## config.mk

```make
export PLATFORM = sky130hd
export DESIGN_NAME = cellram_arbiter
export DESIGN_NICKNAME = d
export VERILOG_FILES = /design/src/rtl/cellram_arbiter.sv
export SDC_FILE = /design/constraint.sdc
export NUM_CORES = 1
export LEC_CHECK = 0
export CORE_MARGIN = 3
export CORE_UTILIZATION = 36
export DETAILED_ROUTE_END_ITERATION = 10
export PLACE_DENSITY = 0.77
export SKIP_CTS_REPAIR_TIMING = 1
export SYNTH_ARGS = -nofsm -noshare
export SYNTH_HDL_FRONTEND = slang
export SYNTH_SLANG_ARGS = --single-unit
export TNS_END_PERCENT = 1
```

## constraint.sdc

```tcl
create_clock -name i_clk -period 1.7 [get_ports i_clk]
set_input_delay 0.34 -clock i_clk [delete_from_list [all_inputs] [get_ports i_clk]]
set_output_delay 0.34 -clock i_clk [all_outputs]
set_load 0.02 [all_outputs]
```

## src/rtl/cellram_arbiter.sv

```systemverilog
`default_nettype none
// ============================================================================
//  Module      : cellram_arbiter
//  Description : Two-port arbiter in front of a single CellRAM burst-mode
//                controller. Grants one requester, latches its command,
//                pulses MemCE, waits for MemDone (with a watchdog) and
//                acknowledges the owner with read data and an error flag.
//  Options     : ROUND_ROBIN_EN - when defined, ties alternate between the
//                ports; otherwise port 0 always wins a tie.
//  Revision    : 1.0 - initial release
// ============================================================================
module cellram_arbiter #(
  parameter int ADDR_W  = 20,
  parameter int DATA_W  = 16,
  parameter int TIMEOUT = 64
) (
  input  logic              i_clk,
  input  logic              i_reset,
  input  logic              i_req0,
  input  logic              i_req1,
  input  logic              i_write0,
  input  logic              i_write1,
  input  logic [ADDR_W-1:0] i_addr0,
  input  logic [ADDR_W-1:0] i_addr1,
  input  logic [DATA_W-1:0] i_wdata0,
  input  logic [DATA_W-1:0] i_wdata1,
  output logic              o_ack0,
  output logic              o_ack1,
  output logic [DATA_W-1:0] o_rdata0,
  output logic [DATA_W-1:0] o_rdata1,
  output logic              o_err0,
  output logic              o_err1,
  output logic              o_mem_ce,
  output logic              o_mem_we,
  output logic [ADDR_W-1:0] o_mem_address,
  output logic [DATA_W-1:0] o_mem_data_out,
  input  logic [DATA_W-1:0] i_mem_data_in,
  input  logic              i_mem_done,
  input  logic              i_mem_yield,
  output logic              o_owner,
  output logic              o_busy
);

  // Timer is wide enough to hold TIMEOUT itself, so it can never wrap.
  localparam int               c_TMR_W    = $clog2(TIMEOUT) + 1;
  localparam logic [c_TMR_W-1:0] c_TMR_LAST = c_TMR_W'(TIMEOUT - 1);

  typedef enum logic [1:0] {
    S_IDLE     = 2'd0,
    S_ISSUE    = 2'd1,
    S_WAIT     = 2'd2,
    S_COMPLETE = 2'd3
  } state_t;

  state_t              r_state;
  state_t              w_next;
  logic                w_grant;
  logic                w_timeout;
  logic                w_winner;
  logic                w_complete;

  logic                r_owner;
  logic                r_we;
  logic [ADDR_W-1:0]   r_addr;
  logic [DATA_W-1:0]   r_wdata;
  logic [c_TMR_W-1:0]  r_timer;
  logic                r_err;
  logic [DATA_W-1:0]   r_rdata0;
  logic [DATA_W-1:0]   r_rdata1;

`ifdef ROUND_ROBIN_EN
  // Port served by the most recent grant; reset value makes port 0 win the first tie.
  logic                r_last;

  // Tie goes to the port not served last; a lone requester simply wins.
  always_comb begin
    w_winner = ~i_req0;
    if (i_req0 && i_req1) begin
      w_winner = ~r_last;
    end
  end

  // Remember the winner of every grant, single-requester grants included.
  always_ff @(posedge i_clk) begin
    if (i_reset) begin
      r_last <= 1'b1;
    end else if (w_grant) begin
      r_last <= w_winner;
    end
  end
`else
  // Fixed priority: port 0 wins whenever it is requesting.
  always_comb begin
    w_winner = ~i_req0;
  end
`endif

  // State register.
  always_ff @(posedge i_clk) begin
    if (i_reset) begin
      r_state <= S_IDLE;
    end else begin
      r_state <= w_next;
    end
  end

  // Next-state logic: grant from IDLE, one ISSUE cycle, WAIT for done or watchdog.
  always_comb begin
    w_next    = r_state;
    w_grant   = 1'b0;
    w_timeout = 1'b0;
    case (r_state)
      S_IDLE: begin
        if (!i_mem_yield && (i_req0 || i_req1)) begin
          w_grant = 1'b1;
          w_next  = S_ISSUE;
        end
      end
      S_ISSUE: begin
        w_next = S_WAIT;
      end
      S_WAIT: begin
        // MemDone takes precedence over a coincident expiry.
        if (i_mem_done) begin
          w_next = S_COMPLETE;
        end else if (r_timer == c_TMR_LAST) begin
          w_timeout = 1'b1;
          w_next    = S_COMPLETE;
        end
      end
      S_COMPLETE: begin
        w_next = S_IDLE;
      end
      default: begin
        w_next = S_IDLE;
      end
    endcase
  end

  // Command latch, watchdog timer, error flag and per-port read data.
  always_ff @(posedge i_clk) begin
    if (i_reset) begin
      r_owner  <= 1'b0;
      r_we     <= 1'b0;
      r_addr   <= '0;
      r_wdata  <= '0;
      r_timer  <= '0;
      r_err    <= 1'b0;
      r_rdata0 <= '0;
      r_rdata1 <= '0;
    end else begin
      if (w_grant) begin
        r_owner <= w_winner;
        r_we    <= w_winner ? i_write1 : i_write0;
        r_addr  <= w_winner ? i_addr1  : i_addr0;
        r_wdata <= w_winner ? i_wdata1 : i_wdata0;
        r_err   <= 1'b0;
      end
      if (r_state == S_ISSUE) begin
        r_timer <= '0;
      end else if (r_state == S_WAIT && r_timer != c_TMR_LAST) begin
        r_timer <= r_timer + c_TMR_W'(1);
      end
      if (w_timeout) begin
        r_err <= 1'b1;
      end
      if (r_state == S_WAIT && i_mem_done && !r_we) begin
        if (r_owner) begin
          r_rdata1 <= i_mem_data_in;
        end else begin
          r_rdata0 <= i_mem_data_in;
        end
      end
    end
  end

  assign w_complete     = (r_state == S_COMPLETE);
  assign o_ack0         = w_complete && !r_owner;
  assign o_ack1         = w_complete &&  r_owner;
  assign o_err0         = o_ack0 && r_err;
  assign o_err1         = o_ack1 && r_err;
  assign o_rdata0       = r_rdata0;
  assign o_rdata1       = r_rdata1;
  assign o_mem_ce       = (r_state == S_ISSUE);
  assign o_mem_we       = r_we;
  assign o_mem_address  = r_addr;
  assign o_mem_data_out = r_wdata;
  assign o_owner        = r_owner;
  assign o_busy         = (r_state != S_IDLE);

endmodule
`default_nettype wire

```

# Yosys cells after proc, flatten, opt, wreduce, memory -nomap -nowiden
# Index checks and enable logic that the tools add are counted.
# op_classes
n_eq_ne,7
n_addsub,1
reduce_logical,19
bitwise,2
mux,14
# op_table
op,count
2-to-1 mux 20 bit,1
2-to-1 mux 16 bit,1
logical AND 1 bit,8
2-to-1 mux 1 bit,8
case mux 2 bit (4 select lines),1
"adder 7 x 1 -> 7 bit, second input constant",1
"== test 7 x 6 -> 1 bit, second input constant",1
"inequality test 7 x 6 -> 1 bit, second input constant",1
2-to-1 mux 2 bit,3
AND reduction 2 bit,3
"== test 2 bit, second input constant",2
nonzero test 2 bit,2
logical NOT 1 bit,3
"inequality test 3 bit, second input constant",1
"== test 2 x 1 -> 1 bit, second input constant",1
logical NOT 2 bit,1
"inequality test 2 bit, second input constant",1
inverter 1 bit,2
OR reduction 2 bit,1
logical OR 1 bit,1
# totals
output_inout_bits,76
inputBits,96
word_cells,52
regBits,80

# Depth between registers and ports, before layout
# depth
depth_word,6
mapped_depth,9
ltp_nobuf,6

# Worst setup path after synthesis
# No wires, ideal clock.
# synth_path
kind,register to register
startpoint,reg r_state[0]
endpoint,"reg r_rdata0[10], in the netlist o_rdata0[10]"
arrival_ns,1.438
setup_time_ns,0.132
synth_period_minus_slack_ns,1.570
setup_slack_ns,0.130
path_buffers,3
path_stages_with_launch,10
required_time_ns,1.568
cell_sequence,dfxtp_1 -> inv_1 -> ha_1 -> buf_4 -> nand2_4 -> or3_1 -> buf_2 -> buf_6 -> nand2_1 -> a21oi_1
# synth_via
elab_chain_len,4
# synth_rtl
element,line,rtl
start: declaration,55,state_t r_state;
start signal: assignment,103,r_state <= w_next;
== test 2 bit,167,if (r_state == S_WAIT && i_mem_done && !r_we) begin
logical AND 1 bit (2 in a row),167,
AND reduction 2 bit (no source line),n/a,
end signal: assignment,171,r_rdata0 <= i_mem_data_in;
end: declaration,68,logic [DATA_W-1:0] r_rdata0;
# Every way passes these cells.
# A chain may end at the register's enable or synchronous reset.

# Final worst setup path
# layout_path
startpoint,reg r_state[1]
endpoint,out o_err0
# layout_via
elab_chain_len,3
# layout_rtl
element,line,rtl
== test 2 bit,177,assign w_complete = (r_state == S_COMPLETE);
logical AND 1 bit,178,assign o_ack0 = w_complete && !r_owner;
logical AND 1 bit,180,assign o_err0 = o_ack0 && r_err;
end: declaration,31,"output logic o_err0,"
# Every way passes these cells.

==> summary.txt <==
Status - finished, final reports clean
DRC Markers - 0
CP endpoint kind - output port
Die X - 103 um
Global-route wire length before repair - 14500 um
Worst Path Buf+Inv - 1
Die Y - 103 um
Post-Route WL - 9360 um
Via Count - 3279
Setup TNS - 0 ns
Routability cong. - 0.833
Hold Fails Final Rpt - 0
Slowest stage cell on the critical path - dfxtp_2
Max Transition Viols Final - 0
FILL cells - 764
Number of global-route vias before repair - 3141
Mean post-synth cell area - 9.02 um2
Top post-synthesis cells by count - dfxtp_1, nand2_1, nor2_1, mux2i_1, a211oi_1
YS warnings - 0
Clock tree buffer depth - 2
CP Max Fanout - 4
CTS buffer count - 9
Layout Nets - 652
Worst skew pair latency - 0.34 ns
Slew HR - 0.701
Crit path DAT - 1.34 ns
Sequential-to-total area share from yosys stat - 0.476
Seq. cell area - 1600 um2
Area Growth Syn to Fin - 64.2%
Hold_ws - 0.280 ns
Critical path class - reg -> out
Startpoint types - flip-flop
Cell with the most instances after synthesis - dfxtp_1
Aggregate global routing overflow - 0
Tcrit/Tclk final - 0.988
Crit path max-delay family - flip-flops
Setup violators final - 0
Largest cells by area after synthesis - dfxtp_1, mux2i_1, a211oi_1
Clock transition at path regs - 0.09 ns
Area of the multi-input gates - 1640 um2
Initial antenna violation count - 0
Htree depth - 3
Synthesized area - 3370 um2
Vias per cell - 4.95
Asr flop ratio synth - 0
IO Pins - 172
Worst-Margin Slew - 0.448 ns
DR WL/cell - 14.1 um
Synth top area share - 0.476
WP data required - 1.36 ns
Largest net degree at the start of global routing - 42
CTS sink count - 80
Final Cell Area - 5530 um2
Port-buffer cells - 171
Post-route ant nets - 0
All-Layer GR Usage - 0.173
P per Cell Area - 1070 nW/um2
Max frequency - 595 MHz
Syn Nets - 475
Crit-path max cell delay - 0.37 ns
Antenna Cells - 0
Initial DRC Count - 62
CTS tree - yes
Distinct cells, synth - 38
Initial Util - 0.379
Final Skew - 0.0113 ns
Drt pass-1 iters - 4
Main synth FF type - dfxtp_1
Core ar. - 8890 um2
RSZ-0062 raised after global routing - true
Root Buffer - clkbuf_8
Post-Synthesis Cells - 373
Synth area leader - dfxtp_1
Hpwl dp - 7310 um
VDD IR max - 0.509 mV
Row count - 34
Max-cap violations - 0
Fin crit period - 1.68 ns
Post-synth EDFFs - 0
Crit-path cells - ha_1 -> nor2b_1 -> and2_1 -> clkbuf_2
Die Area - 10500 um2
Ratio of cells with drive above 1 in the final layout - 0.0973
Static leakage - 2.43 nW
DP Area - 5260 um2
Worst hold path class - in -> reg
Layout Utilization - 0.622
Flops & latches, synth - 80
## where the power goes
group	switching [W]	internal, W	total [W]
Combinational	0.00117	0.00113	0.00230
Sequential	0.000159	0.00216	0.00232
Clock	0.000728	0.000542	0.00127
Total	0.00205	0.00384	0.00589
## flip-flops by register name (all words and copies together) (netlist names)
signal and count:
o_rdata1 16, o_rdata0 16, o_mem_address 20, o_owner 1, o_mem_we 1, r_timer 7
r_err 1, o_mem_data_out 16, r_state 2
## per-layer routing
metal / track usage / wire length [um] / up-vias
met5: 0 / 0 / -
met4: 0.0595 / 144 / 0
met3: 0.0582 / 821 / 12
met2: 0.300 / 4720 / 125
met1: 0.200 / 3670 / 1497
li1: - / - / 1645
## placed cells by master, fill, tap and decap left out, drive strengths merged, types with 10 or more instances in the layout
cell type,count
mux2i,40
nor2,42
clkbuf,10
buf,23
a21oi,33
a211oi,38
dfxtp,80
dlymetal6s2s,23
nand2,71
clkdlybuf4s50,145
## cell families after synthesis
family                   after synthesis  synth area share
flip-flops                            80             0.476
multiplexers                          40             0.119
buffers and inverters                 29            0.0457
AND/OR/NAND/NOR                      132             0.173
AO/OA/AOI/OAI                         85             0.162
adder cells (fa/ha/maj)                6            0.0223
XOR/XNOR                               1           0.00260
## final cells by class
| type | count | area share |
|---|---|---|
| Sequential cell | 80 | 0.290 |
| Tap cell | 108 | 0.0244 |
| Inverter | 3 | 0.00204 |
| Clock buffer | 9 | 0.0224 |
| Clock inverter | 7 | 0.0102 |
| Timing Repair Buffer | 192 | 0.354 |
| Multi-Input combinational cell | 264 | 0.297 |
## per-stage QoR
stage	worst slack (ns)	total power, W	std cells
finish	0.0199	0.00589	663
global route	-0.112	0.00625	663
CTS	-0.475	0.00594	663
detailed placement	-0.0878	0.00466	647
global placement	-0.0551	0.00460	647
floorplan	0.130	0.00354	373
## worst paths after layout
kind | end | slack, ns | cells after the start | start
worst max-delay path | o_err0 | 0.02 | 4 | r_state[1]$_SDFFE_PP0P_
worst min-delay path | r_err$_SDFFE_PP0P_ | 0.28 | 2 | i_reset
worst max register to register | o_rdata0[5]$_SDFFE_PP0P_ | 0.02 | 8 | r_state[0]$_SDFFE_PP0P_
worst min register to register | r_timer[6]$_SDFFE_PP0P_ | 0.44 | 2 | r_timer[6]$_SDFFE_PP0P_
(Power assumes the default switching activity.)
